==> src/rtl/tdm_receiver.sv <==
// -----------------------------------------------------------------------------
// tdm_receiver
//
// Receives a 32-timeslot serial TDM stream (8 bits per slot, MSB first) that
// is clocked by c4 at twice the bit rate, aligns to the active-low frame
// pulse f0 and hands completed timeslot bytes to a downstream consumer
// through a small FIFO with a valid/ready handshake.
//
// Parameters
//   FIFO_DEPTH   output buffer depth in entries (power of two, >= 2)
//
// Ports
//   c4           in   bit clock (2x bit rate), all logic on posedge
//   reset_in_rg  in   asynchronous active-low reset
//   f0           in   frame pulse, active-low, one c4 cycle wide
//   data_from_dt in   serial TDM data, one bit per two c4 cycles
//   rx_ready     in   downstream can accept a byte this cycle
//   rx_valid     out  buffer head valid
//   rx_data      out  received timeslot byte at the buffer head
//   rx_chan      out  timeslot number (0..31) of rx_data
//   locked       out  frame alignment established
//   frame_err    out  one-cycle pulse after a misplaced f0 while locked
//   overflow     out  sticky: a byte was dropped because the buffer was full
// -----------------------------------------------------------------------------
module tdm_receiver #(
    parameter int FIFO_DEPTH = 4
) (
    input  logic       c4,
    input  logic       reset_in_rg,
    input  logic       f0,
    input  logic       data_from_dt,
    input  logic       rx_ready,
    output logic       rx_valid,
    output logic [7:0] rx_data,
    output logic [4:0] rx_chan,
    output logic       locked,
    output logic       frame_err,
    output logic       overflow
);

    localparam int              PTR_W  = (FIFO_DEPTH > 1) ? $clog2(FIFO_DEPTH) : 1;
    localparam logic [PTR_W:0]  C_FULL = (PTR_W + 1)'(FIFO_DEPTH);

    typedef enum logic [1:0] {
        S_HUNT   = 2'd0,
        S_ALIGN  = 2'd1,
        S_LOCKED = 2'd2
    } state_t;

    state_t           r_state;
    logic             r_miss;
    logic             r_locked;
    logic             r_frame_err;
    logic             r_overflow;
    logic [8:0]       r_cnt;
    logic [6:0]       r_sr;

    logic [7:0]       r_mem_data [FIFO_DEPTH];
    logic [4:0]       r_mem_chan [FIFO_DEPTH];
    logic [PTR_W-1:0] r_rd_ptr;
    logic [PTR_W-1:0] r_wr_ptr;
    logic [PTR_W:0]   r_count;

    logic             w_f0_hit;
    logic             w_at_end;
    logic             w_sample;
    logic             w_byte_done;
    logic [7:0]       w_byte;
    logic [4:0]       w_chan;
    logic             w_push;
    logic             w_pop;
    logic             w_full;
    logic             w_wr_en;

    assign w_f0_hit    = ~f0;
    assign w_at_end    = (r_cnt == 9'd511);
    assign w_sample    = r_cnt[0];
    assign w_byte_done = (r_cnt[3:0] == 4'hF);
    // The LSB is taken straight from the line on the completing edge; the
    // seven earlier bits are already in the shift register, oldest = MSB.
    assign w_byte      = {r_sr, data_from_dt};
    assign w_chan      = r_cnt[8:4];

    // ---- Stage 1: frame counter and bit capture ----
    always_ff @(posedge c4 or negedge reset_in_rg) begin
        if (!reset_in_rg) begin
            r_cnt <= '0;
            r_sr  <= '0;
        end else begin
            r_cnt <= w_f0_hit ? 9'd0 : r_cnt + 9'd1;
            if (w_sample) begin
                r_sr <= {r_sr[5:0], data_from_dt};
            end
        end
    end

    // ---- Stage 2: frame alignment FSM ----
    // A missed pulse is tolerated once; the miss flag is the single-bit
    // miss counter, and a second consecutive miss drops back to HUNT.
    always_ff @(posedge c4 or negedge reset_in_rg) begin
        if (!reset_in_rg) begin
            r_state     <= S_HUNT;
            r_miss      <= 1'b0;
            r_locked    <= 1'b0;
            r_frame_err <= 1'b0;
        end else begin
            r_frame_err <= 1'b0;
            case (r_state)
                S_HUNT: begin
                    if (w_f0_hit) begin
                        r_state <= S_ALIGN;
                    end
                end
                S_ALIGN: begin
                    if (w_f0_hit && w_at_end) begin
                        r_state  <= S_LOCKED;
                        r_locked <= 1'b1;
                        r_miss   <= 1'b0;
                    end
                end
                S_LOCKED: begin
                    if (w_f0_hit && !w_at_end) begin
                        r_state     <= S_ALIGN;
                        r_locked    <= 1'b0;
                        r_frame_err <= 1'b1;
                        r_miss      <= 1'b0;
                    end else if (!w_f0_hit && w_at_end) begin
                        if (r_miss) begin
                            r_state  <= S_HUNT;
                            r_locked <= 1'b0;
                            r_miss   <= 1'b0;
                        end else begin
                            r_miss <= 1'b1;
                        end
                    end else if (w_f0_hit) begin
                        r_miss <= 1'b0;
                    end
                end
                default: begin
                    r_state  <= S_HUNT;
                    r_locked <= 1'b0;
                    r_miss   <= 1'b0;
                end
            endcase
        end
    end

    // ---- Stage 3: output buffer ----
    // Pushing uses the state before this edge, so the byte completing on the
    // edge that leaves LOCKED is still delivered. When full, a push is only
    // accepted if the head leaves on the same edge.
    assign w_push  = (r_state == S_LOCKED) && w_byte_done;
    assign w_full  = (r_count == C_FULL);
    assign w_pop   = rx_valid && rx_ready;
    assign w_wr_en = w_push && (!w_full || w_pop);

    always_ff @(posedge c4) begin
        if (w_wr_en) begin
            r_mem_data[r_wr_ptr] <= w_byte;
            r_mem_chan[r_wr_ptr] <= w_chan;
        end
    end

    always_ff @(posedge c4 or negedge reset_in_rg) begin
        if (!reset_in_rg) begin
            r_rd_ptr   <= '0;
            r_wr_ptr   <= '0;
            r_count    <= '0;
            r_overflow <= 1'b0;
        end else begin
            if (w_wr_en) begin
                r_wr_ptr <= r_wr_ptr + 1'b1;
            end
            if (w_pop) begin
                r_rd_ptr <= r_rd_ptr + 1'b1;
            end
            case ({w_wr_en, w_pop})
                2'b10:   r_count <= r_count + 1'b1;
                2'b01:   r_count <= r_count - 1'b1;
                default: r_count <= r_count;
            endcase
            if (w_push && w_full && !w_pop) begin
                r_overflow <= 1'b1;
            end
        end
    end

    // Head fields are forced to zero while empty so the outputs read zero
    // after reset without having to clear the storage array.
    assign rx_valid  = (r_count != '0);
    assign rx_data   = rx_valid ? r_mem_data[r_rd_ptr] : 8'd0;
    assign rx_chan   = rx_valid ? r_mem_chan[r_rd_ptr] : 5'd0;
    assign locked    = r_locked;
    assign frame_err = r_frame_err;
    assign overflow  = r_overflow;

endmodule

==> config.mk <==
export PLATFORM = sky130hd
export DESIGN_NAME = tdm_receiver
export DESIGN_NICKNAME = d
export VERILOG_FILES = /design/src/rtl/tdm_receiver.sv
export SDC_FILE = /design/constraint.sdc
export NUM_CORES = 1
export LEC_CHECK = 0
export CAP_MARGIN = 20
export CORE_MARGIN = 10
export CORE_UTILIZATION = 30
export CTS_CLUSTER_DIAMETER = 50
export CTS_CLUSTER_SIZE = 20
export DETAILED_ROUTE_END_ITERATION = 8
export PLACE_DENSITY = 0.45
export SLEW_MARGIN = 10
export SYNTH_ARGS = -nofsm -noshare
export SYNTH_HDL_FRONTEND = slang
export SYNTH_SLANG_ARGS = --single-unit
export TNS_END_PERCENT = 50
==> constraint.sdc <==
create_clock -name c4 -period 2.2 [get_ports c4]
set_clock_uncertainty 0.1 [all_clocks]
set_input_delay 0.44 -clock c4 [delete_from_list [all_inputs] [get_ports c4]]
set_output_delay 0.44 -clock c4 [all_outputs]
set_load 0.01 [all_outputs]
Word level (Yosys, flattened, before mapping)
Memories as Yosys holds them, arrays and structs flattened.
Index checks and enable logic that the tools add are counted.
Widths: inputs -> output; s select.
{"block": "classes", "add_sub_neg": 5, "eq_ne": 12, "mux": 25, "bitwise_logic": 2, "n_reduce_logical": 18}
{"cell": "$mux 1", "n": 13}
{"cell": "$mux 2", "n": 5}
{"cell": "$add 9x1->9 const B", "n": 1}
{"cell": "$eq 9x9->1 const B", "n": 1}
{"cell": "$mux 9", "n": 1}
{"cell": "$logic_and 1x1->1", "n": 8}
{"cell": "$mux 8", "n": 1}
{"cell": "$reduce_and 4->1", "n": 2}
{"cell": "$ne 3x3->1 const B", "n": 2}
{"cell": "$pmux 1 s3", "n": 2}
{"cell": "$pmux 2 s3", "n": 1}
{"cell": "$pmux 3 s2", "n": 1}
{"cell": "$mux 5", "n": 1}
{"cell": "$add 2x1->2 const B", "n": 2}
{"cell": "$eq 2x1->1 const B", "n": 2}
{"cell": "$eq 2x2->1 const B", "n": 2}
{"cell": "$eq 4x4->1 const B", "n": 1}
{"cell": "$ne 2x2->1 const B", "n": 2}
{"cell": "$ne 4x4->1 const B", "n": 1}
{"cell": "$add 3x1->3 const B", "n": 1}
{"cell": "$eq 3x3->1 const B", "n": 1}
{"cell": "$logic_not 1->1", "n": 3}
{"cell": "$reduce_and 3->1", "n": 1}
{"cell": "$reduce_bool 3->1", "n": 1}
{"cell": "other kinds (5)", "n": 6}
{"block": "word_totals", "regBits": 29, "ram_bits": 52, "input_bits": 5, "memories": 2}
{"name": "r_mem_data", "words": 4, "width": 8, "rd": 1, "rd_ports_with_merged_regs": 0, "wr": 1, "line_no": "58", "text": "logic [7:0] r_mem_data [FIFO_DEPTH];"}
{"name": "r_mem_chan", "words": 4, "width": 5, "rd": 1, "rd_ports_with_merged_regs": 0, "wr": 1, "line_no": "59", "text": "logic [4:0] r_mem_chan [FIFO_DEPTH];"}

Depth between registers and ports, before layout
{"block": "logic_depth", "ltp_word": 6, "depth_mapped": 10, "ltp_nobuf": 10}

Worst setup path after synthesis
Ideal clock, no wire load.
{"block": "synth_path", "kind": "register to register", "start": "register r_count[1]", "end": "register r_count[2]", "arrival_time_ns": 1.816, "t_required_ns": 1.976, "setup_slack_ns": 0.161, "path_stages_with_launch": 7, "cell_sequence": "dfrtp_1 > buf_6 > o31ai_1 > nor2_1 > fa_1 > and3_1 > o31a_1"}
{"block": "synth_via", "elab_chain_len": 6}
{"item": "start, declared", "line_no": "62", "text": "logic [PTR_W:0] r_count;"}
{"item": "start signal, assigned", "line_no": "178", "text": "2'b10: r_count <= r_count + 1'b1;"}
{"item": "start signal, assigned", "line_no": "179", "text": "2'b01: r_count <= r_count - 1'b1;"}
{"item": "start signal, assigned", "line_no": "180", "text": "default: r_count <= r_count;"}
{"item": "$eq 3x3->1 or $reduce_bool 3->1 (tied branches)", "line_no": "153, 190"}
{"item": "$logic_not 1->1 or $logic_and 1x1->1 (tied branches)", "line_no": "155, 154"}
{"item": "$logic_or 1x1->1", "line_no": "155", "text": "assign w_wr_en = w_push && (!w_full || w_pop);"}
{"item": "$logic_and 1x1->1", "line_no": "155"}
{"item": "$eq 2x1->1 or $eq 2x2->1 (tied branches)", "line_no": "177", "text": "case ({w_wr_en, w_pop})"}
{"item": "$pmux 3 s2 or $reduce_bool 2->1 (tied branches)"}
Parallel ways exist; a longest one is shown, timed or not.
A chain may end at the register's enable or synchronous reset.

Final worst setup path
{"block": "layout_path", "start": "register r_rd_ptr[0]", "end": "output port rx_data[4]"}
{"block": "layout_via", "elab_chain_len": 2}
{"item": "start, declared", "line_no": "60", "text": "logic [PTR_W-1:0] r_rd_ptr;"}
{"item": "start signal, assigned", "line_no": "175", "text": "r_rd_ptr <= r_rd_ptr + 1'b1;"}
{"item": "$mem_v2 4x8"}
{"item": "$mux 8", "line_no": "191", "text": "assign rx_data = rx_valid ? r_mem_data[r_rd_ptr] : 8'd0;"}
{"item": "end, declared", "line_no": "34", "text": "output logic [7:0] rx_data,"}
No other way between the ends.

==> metrics.txt <==
Clk Latency, worst-skew pair 0.32 ns; crit-path max cell delay 0.50 ns; CP bufs+invs 3; vias 1895; CP endpoint kind primary output; final worst slack -0.1003 ns; Top delay family on crit path multiplexers; Mapped Cells 213; share of layout cells above drive strength 1 38.35%; post-synthesis sequential area ratio 65.50%; Synth Flop Type edfxtp_1; largest net degree at the start of global routing 30; RSZ-0062 raised after global routing yes; Hold Path Class register to register; Place WS -0.08371 ns; post-synthesis mux area share 11.54%; multi-input logic area 1184 um2; fillers 1092; Hold Vio Cnt, Final 0; initial antenna violation count 0; CTS clk-pin slew, worst paths 0.06 ns; Area growth syn-to-layout 29.52%; largest family of logic cells by synthesized area multiplexers; CTS tree built; final setup vio count 13; Async SR Flop Fraction 35.80%; max-cap viol count 0; Clock power frac 28.6%; Synth Register Bits 81; hpwl dp 4.193 mm; sw frac 27.22%; Vias/cell 4.491; Routed WL 6.508 mm; Final Critical Period 2.300 ns; GPL Wtd Cong 0.7118; max_slew headroom 73.18%; Final ANT Viol Nets 0; arrival time at the worst endpoint 1.76 ns; Post-synth EDFFs 52; Total Power 0.005044 W; CP Class register to primary output; area of the mapped netlist 3492 um2; clock root cell clkbuf_16; Post-Synth Adder-Cell Area 3.798%; die outline area 16360 um2; P_sw 0.001373 W; Max Root-Sink Buffers 2; worst slew pin tran 0.4023 ns; Tot GR Track Use 8.586%; worst-path fanout max 8; Final nets 289; critical path cell sequence buf_8 -> buf_6 -> mux4_2 -> nor2b_4 -> buf_6; Clock Sinks 81; Syn Nets 228; Unique masters post-synth 47; ANT cells 0; crit path launch type register; Worst Path Required 1.66 ns; global route overflow 0; most used cell, CP buf_6; failing checks negative setup slack; leakage 1.721 nW; Fmax 0.4347 GHz; # rows 39; global-route wire length before repair 11.01 mm; maximum VDD drop 0.4893 mV; drt first pass iters 4; Avg WL per Cell 15.42 um; Gate power share 33.8%; core area 11420 um2; post-synthesis compound-gate area fraction 3.404%; status finished with violations; Synth Area in Simple Gates 11.11%; CTS Buf Count 9; Die Ht 127.9 um; Starting Density 30.58%; final routed DRC violation total 0; Setup TNS -0.9990 ns; Initial DRC Count 78; power per cell area 1115 nW/um2; Top-Level Pins 22; sequential share of power 37.6%; Avg Cell Area, Syn 16.39 um2; xor/xnor share of the synthesized area 2.508%; max-slew violations 0; Die Wd 127.9 um; fin crit share 104.6%; CP max-delay cell mux4_2; CTS Hold Bufs 0; H-tree lvl count 3; YS warnings 0; FF+latch area 2287 um2; Port Buffers 21; Internal 0.003671 W; vias in the first global route 2054
-- worst paths after layout --
path / start / slack (ns) / cells past startpoint / end
max in group asynchronous: reset_in_rg / 1.29 / 2 / r_cnt[6]$_DFF_PN0_
worst max-delay path: r_rd_ptr[0]$_DFFE_PN0N_ / -0.10 / 5 / rx_data[4]
worst min register to register: overflow$_DFFE_PN0P_ / 0.37 / 1 / overflow$_DFFE_PN0P_
min in group asynchronous: reset_in_rg / 0.41 / 2 / r_wr_ptr[1]$_DFFE_PN0P_
worst max register to register: r_cnt[0]$_DFF_PN0_ / 0.15 / 8 / r_count[2]$_DFFE_PN0P_
worst min-delay path: overflow$_DFFE_PN0P_ / 0.37 / 1 / overflow$_DFFE_PN0P_
-- timing repair --
item                       4_1_cts  5_1_grt
setup endpoints to repair       14       16
buffers inserted                10        2
gates resized for setup         60       19
pin swaps                        1        0
cloned                           0        0
-- worst reg2reg max path: cells and delay by family, from the launching register on --
family	cells	cell delay (ns)
AND/OR/NAND/NOR	4	0.58
AO/OA/AOI/OAI	2	0.30
adder cells (fa/ha/maj)	2	0.66
flip-flops	1	0.35
-- metrics by stage --
step | area, um2 | std cells | hold WS, ns | utilization [%]
floorplan | 3492 | 213 | 0.04441 | -
global placement | 4083 | 394 | 0.3536 | 35.75
detailed placement | 4083 | 394 | 0.3591 | 35.75
CTS | 4423 | 420 | 0.3836 | 38.74
global route | 4523 | 422 | 0.3928 | 39.61
finish | 4523 | 422 | 0.3696 | 39.61
-- flip-flops by register name (all words and copies together) (netlist names), 2 cells and up --
| signal | flops |
|---|---|
| r_mem_data | 32 |
| r_mem_chan | 20 |
| r_cnt | 9 |
| r_sr | 7 |
| r_count | 3 |
| r_rd_ptr | 2 |
| r_state | 2 |
| r_wr_ptr | 2 |
-- layer usage --
metal | part of all wire, % | global-route usage, % | routed length (um) | vias to the layer above
met2 | 52 | 14.34 | 3353 | 20
met3 | 3.7 | 2.564 | 238 | 4
met4 | 0.80 | 3.377 | 52 | 0
li1 | - | - | - | 920
met1 | 44 | 10.13 | 2863 | 951
met5 | 0 | 0 | 0 | -
-- cell usage after synthesis, types with 2 or more instances --
cell / instances / area, um2
mux2_2: 8 / 90.09
buf_2: 5 / 25.02
mux4_2: 13 / 292.8
buf_6: 2 / 22.52
and2_2: 4 / 30.03
o21ai_0: 5 / 25.02
edfxtp_1: 52 / 1562
mux2i_1: 2 / 20.02
nand2_1: 6 / 22.52
nand3_1: 3 / 15.01
and2_1: 2 / 12.51
dfrtp_1: 29 / 725.7
xor2_1: 2 / 17.52
inv_1: 4 / 15.01
nand4b_1: 2 / 17.52
ha_1: 9 / 112.6
xnor2_1: 8 / 70.07
nor2_1: 10 / 37.54
and3_1: 7 / 43.79
nor2b_1: 13 / 81.33
-- power groups by stage --
| stage | sequential (W) | combinational [W] | clock, W |
|---|---|---|---|
| final | 0.00190 | 0.00170 | 0.00144 |
| after CTS | 0.00190 | 0.00158 | 0.00149 |
| after global placement | 0.00191 | 0.00152 | 0 |
| after global routing | 0.00192 | 0.00188 | 0.00155 |
| after detailed placement | 0.00192 | 0.00152 | 0 |
| after floorplan | 0.00189 | 0.000869 | 0 |
-- cell usage in the layout (no fill, tap or decap), types with 6 or more instances in the layout --
master and n:
buf_12 6, buf_2 10, buf_4 22, buf_6 12, clkbuf_16 9, clkdlybuf4s50_1 7, dfrtp_1 29, edfxtp_1 52
ha_1 7, mux2_2 8, mux4_2 13, nand2_1 6, nor2_1 10, nor2b_1 10, xnor2_1 8
-- cell families after synthesis --
kind of cell,after synthesis
flops,81
buf+inv,14
compound gates,16
mux,23
fa+ha+maj,10
xor+xnor,10
simple gates,59
-- area by class of cell --
cell class | instances | area share (%)
Sequential cell | 81 | 50.57
Timing Repair Buffer | 59 | 12.48
Inverter | 5 | 0.4149
Multi-Input combinational cell | 118 | 26.17
Tap cell | 143 | 3.956
Clock buffer | 11 | 5.145
Clock inverter | 5 | 1.272
Note: power is estimated with default switching activity, not from simulation.
